File: src/rtl/immediate_decoder_pkg.sv
// Shared opcode constants and immediate-format encoding for the RISC-V
// immediate decoder.
package immediate_decoder_pkg;

  localparam logic [6:0] OPC_LOAD      = 7'b0000011;
  localparam logic [6:0] OPC_OP_IMM    = 7'b0010011;
  localparam logic [6:0] OPC_OP_IMM_32 = 7'b0011011;
  localparam logic [6:0] OPC_JALR      = 7'b1100111;
  localparam logic [6:0] OPC_STORE     = 7'b0100011;
  localparam logic [6:0] OPC_BRANCH    = 7'b1100011;
  localparam logic [6:0] OPC_LUI       = 7'b0110111;
  localparam logic [6:0] OPC_AUIPC     = 7'b0010111;
  localparam logic [6:0] OPC_JAL       = 7'b1101111;

  typedef enum logic [2:0] {
    FMT_NONE = 3'd0,
    FMT_I    = 3'd1,
    FMT_S    = 3'd2,
    FMT_B    = 3'd3,
    FMT_U    = 3'd4,
    FMT_J    = 3'd5
  } imm_fmt_e;

endpackage

File: src/rtl/immediate_decoder.sv
// RISC-V immediate decoder: classifies the opcode, assembles the sign-extended
// immediate and registers it with a single-cycle latency.
module immediate_decoder
  import immediate_decoder_pkg::*;
#(
  parameter int XLEN = 64
) (
  input  logic            clk,
  input  logic            rst_n,
  input  logic [31:0]     instruction,
  output logic [XLEN-1:0] immediate,
  output logic [2:0]      imm_fmt,
  output logic            imm_valid
);

  if (XLEN < 32) begin : g_xlen_check
    $error("immediate_decoder: XLEN must be at least 32");
  end

  imm_fmt_e        fmt_d;
  logic [31:0]     imm32_d;
  logic [XLEN-1:0] immediate_d;
  logic            imm_valid_d;

  logic [XLEN-1:0] immediate_q;
  imm_fmt_e        imm_fmt_q;
  logic            imm_valid_q;

  // Unmatched or unknown opcodes fall to the default arm, so they yield NONE.
  always_comb begin
    fmt_d   = FMT_NONE;
    imm32_d = '0;
    case (instruction[6:0])
      OPC_LOAD, OPC_OP_IMM, OPC_OP_IMM_32, OPC_JALR: begin
        fmt_d   = FMT_I;
        imm32_d = {{20{instruction[31]}}, instruction[31:20]};
      end
      OPC_STORE: begin
        fmt_d   = FMT_S;
        imm32_d = {{20{instruction[31]}}, instruction[31:25], instruction[11:7]};
      end
      OPC_BRANCH: begin
        fmt_d   = FMT_B;
        imm32_d = {{19{instruction[31]}}, instruction[31], instruction[7],
                   instruction[30:25], instruction[11:8], 1'b0};
      end
      OPC_LUI, OPC_AUIPC: begin
        fmt_d   = FMT_U;
        imm32_d = {instruction[31:12], 12'b0};
      end
      OPC_JAL: begin
        fmt_d   = FMT_J;
        imm32_d = {{11{instruction[31]}}, instruction[31], instruction[19:12],
                   instruction[20], instruction[30:21], 1'b0};
      end
      default: begin
        fmt_d   = FMT_NONE;
        imm32_d = '0;
      end
    endcase
  end

  // imm32_d already carries inst[31] in its MSB, so a signed resize completes
  // the extension for any XLEN >= 32.
  assign immediate_d = XLEN'($signed(imm32_d));
  assign imm_valid_d = (fmt_d != FMT_NONE);

  always_ff @(posedge clk or negedge rst_n) begin
    if (!rst_n) begin
      immediate_q <= '0;
      imm_fmt_q   <= FMT_NONE;
      imm_valid_q <= 1'b0;
    end else begin
      immediate_q <= immediate_d;
      imm_fmt_q   <= fmt_d;
      imm_valid_q <= imm_valid_d;
    end
  end

  assign immediate = immediate_q;
  assign imm_fmt   = imm_fmt_q;
  assign imm_valid = imm_valid_q;

endmodule

File: config.mk
export PLATFORM = sky130hd
export DESIGN_NAME = immediate_decoder
export DESIGN_NICKNAME = d
export VERILOG_FILES = /design/src/rtl/immediate_decoder_pkg.sv /design/src/rtl/immediate_decoder.sv
export SDC_FILE = /design/constraint.sdc
export NUM_CORES = 1
export LEC_CHECK = 0
export CORE_ASPECT_RATIO = 0.6
export CORE_MARGIN = 5
export CORE_UTILIZATION = 36
export CTS_BUF_LIST = sky130_fd_sc_hd__clkbuf_8
export DETAILED_ROUTE_END_ITERATION = 10
export PLACE_DENSITY = 0.77
export SLEW_MARGIN = 5
export SYNTH_ARGS = -nofsm -noshare
export SYNTH_HDL_FRONTEND = slang
export SYNTH_SLANG_ARGS = --single-unit
File: constraint.sdc
create_clock -name clk -period 1.3 [get_ports clk]
set_input_delay 0.13 -clock clk [delete_from_list [all_inputs] [get_ports clk]]
set_output_delay 0.13 -clock clk [all_outputs]
set_load 0.01 [all_outputs]
==> results.md <==
Logic synthesis:
- The post-synthesis instance area is 1670 um^2.
- The synthesized netlist cell count is 144.
- Sequential elements use 54.1% of the synthesized area.
- The synthesized area per cell is 11.6 um^2.
- The total number of yosys warnings is 0.
- The synthesized design contains 36 register bits.
- The count of unique library cells instantiated by Yosys is 33.
- When the netlist entered floorplanning its net count stood at 178.

Cells and area:
- The number of antenna repair diodes is 0.
- The count of non-filler cells in the finished layout is 303.
- The top cell types in the final layout, fill and taps aside, are 50 x dlygate4sd2_1, 36 x dfrtp_1, 28 x clkdlybuf4s50_1.
- The share of cells above drive strength 1 is 19.6%.
- Cells fill 62.7% of the core in the end.
- The layout overhead on the synthesized area is 70.2%.
- The finished cells cover 2830 um^2.
- The most common cell after layout, fill and taps aside is dlygate4sd2_1.
- The net total in the final layout is 273.

Power:
- VDD sags by at most 586 uV.
- The leakage power of the design is 1.96 nW.
- In this run the power density over the cells is 816 nW/um^2.

Critical path:
- The data required time of the critical path is 1.17 ns.
- The critical path capture point type is an output port.
- By startpoint and endpoint, the worst setup path is classified as flip-flop to output port.
- The worst setup path is launched from a flip-flop.
- Of all nets on the critical path, the largest fanout is 33.
- The arrival time of the worst setup path is 1.12 ns.

CTS:
- The number of clock sinks is 36.
- The CTS H-tree depth is 2.
- The tree is rooted in a clkbuf_8.
- After clock tree synthesis, the clock-pin slew on the worst setup and hold paths is 0.07 ns.
- TritonCTS built the clock tree.
- The number of buffers added by the clock tree synthesis step is 5.
- Counting along the longest clock path gives a buffer depth of 2.

Place:
- The placer's final routability congestion estimate is 0.860.
- The number of placed instances, taps included, is 288.
- Detailed placement finished with a half-perimeter wire length of 3440 um.
- During placement, the flow inserted port buffers numbering 101.
- The placed instance area is 2620 um^2.

Timing:
- The actual transition at the worst max-transition pin is 0.448 ns.
- The final worst-path cycle share is 96.5%.
- The minimum period implied by the final worst setup slack is 1.25 ns.
- For this run, the top clock speed supported by timing is 798 MHz.
- The post-route setup TNS is 0 ns.
- Setup violations remaining at the end of the flow were counted as 0.
- The headroom to the max-slew limit is 70.1%.
- The total count of max-transition violations in the final report is 0.
- The total count of hold-check failures in the final report is 0.
- Setup repair after global routing left no endpoint under its margin.

Routing:
- The wire length reported by the detailed router is 4790 um.
- Dividing the detail-routed via count by the number of cells gives 4.56.
- Before antenna repair, the detailed router went through 4 iterations.
- After detailed routing, the number of remaining DRC violations is 0.
- The first routing iteration left 56 violations.
- The total number of vias is 1383.
- The detail route stage leaves a number of antenna-violating nets equal to 0.
- After detailed routing, the average wire length per cell comes to 15.8 um.

Global routing:
- The global router's overall resource usage is 15.5%.
- The maximum number of pins on one net before global-route repair is 37.
- The aggregate global routing overflow is 0.
- The first global-routing pass estimated 7420 um of wire.
- The number of global-route vias before repair is 1459.
- The initial antenna violation count came to 0.

Die:
- The area of the die is 6130 um^2.
- For this design the top-level I/O count stands at 102.
- The starting density of the core is 36.9%.
- The region available for standard cell placement spans 4520 um^2.
- The x dimension of the die is 97.8 um.
- The die outline height is 62.7 um.
- The row count is 19.

Job:
- Across the run, the number of max-cap violations was 0.

Outcome:
- The flow ran to the end, and the final reports show no timing, DRC or antenna violations.

Hold path:
- The worst hold path class is primary input to flip-flop.
-- where the power goes --
| part | switching [mW] | internal, mW |
|---|---|---|
| logic | 0.179 | 0.220 |
| registers | 0.00638 | 1.14 |
| clock network | 0.390 | 0.373 |
| total | 0.576 | 1.74 |
-- worst max-delay path, stage by stage, from the launching register on --
cell and delay, ns:
dfrtp_1 0.40, buf_12 0.16, dlygate4sd2_1 0.29
-- final timing paths --
kind	from	end	slack [ns]	cells past startpoint
min in group asynchronous	rst_n	immediate[30]$_DFF_PN0_	0.41	3
max	immediate[31]$_DFF_PN0_	immediate[48]	0.05	2
min	instruction[4]	immediate[0]$_DFF_PN0_	0.38	4
max in group asynchronous	rst_n	immediate[31]$_DFF_PN0_	0.56	3
-- registers in the layout (all words and copies together), names as in the netlist --
register / flops
imm_fmt: 3
immediate: 32
imm_valid: 1
-- cell type report --
| type | instances | area, um^2 |
|---|---|---|
| clock buffers | 5 | 68.8 |
| clock inverters | 3 | 18.8 |
| fillers | 383 | 1680 |
| inverters | 2 | 10.0 |
| multi-input cells | 70 | 566 |
| flip-flops and latches | 36 | 901 |
| well taps | 63 | 78.8 |
| repair buffers | 124 | 1190 |
-- cell usage after synthesis (all sizes together) --
cell     count  area share, %
and3         1           0.38
a21oi        3            1.8
nor4         1           0.38
nand3        3           0.90
o21ai        2           0.60
o31ai        1           0.45
and3b        1           0.53
o31a         1           0.53
a21o        21            9.5
nand2b       2           0.75
o221ai       1           0.53
nor2         8            1.8
and4b        1           0.60
or3          1           0.68
nand3b       2           0.90
o211a        1           0.60
a22o         4            2.1
nand2        4           0.90
buf         36             16
o311ai       1           0.53
o21ba        1           0.60
clkbuf       1           0.23
inv          2           0.60
and2         8            3.0
dfrtp       36             54
a2111oi      1           0.90
-- cells by family after synthesis --
| group | share of synthesized area (%) |
|---|---|
| DFF | 54.1 |
| buffers and inverters | 17.0 |
| and+or+nand+nor | 10.8 |
| AOI/OAI and AO/OA | 18.1 |
-- metal layers --
| metal | track usage [%] | wire, um |
|---|---|---|
| met2 | 25.9 | 2250 |
| met3 | 9.48 | 648 |
| met5 | 0 | 0 |
| met1 | 16.4 | 1860 |
| met4 | 4.66 | 30 |
-- per-stage QoR --
| stage | hold WS (ns) | setup WS [ns] | power [mW] |
|---|---|---|---|
| 2_1_floorplan | -0.166 | 0.100 | 1.31 |
| 3_3_place_gp | 0.188 | -0.509 | 1.56 |
| 3_5_place_dp | 0.191 | -0.568 | 1.56 |
| 4_1_cts | 0.384 | 0.000981 | 2.34 |
| 5_1_grt | 0.390 | 0.00207 | 2.43 |
| 6_report | 0.375 | 0.0461 | 2.31 |
-- repair_timing --
action | CTS | global route
setup endpoints to repair | 81 | 51
gates resized for setup | 63 | 30
endpoints found under the hold margin | 36 | 0
gates cloned | 1 | 1
hold buffers | 1 | 0
pin swaps | 3 | 1
setup buffers | 3 | 1
Power figures use the tool's default switching activity.
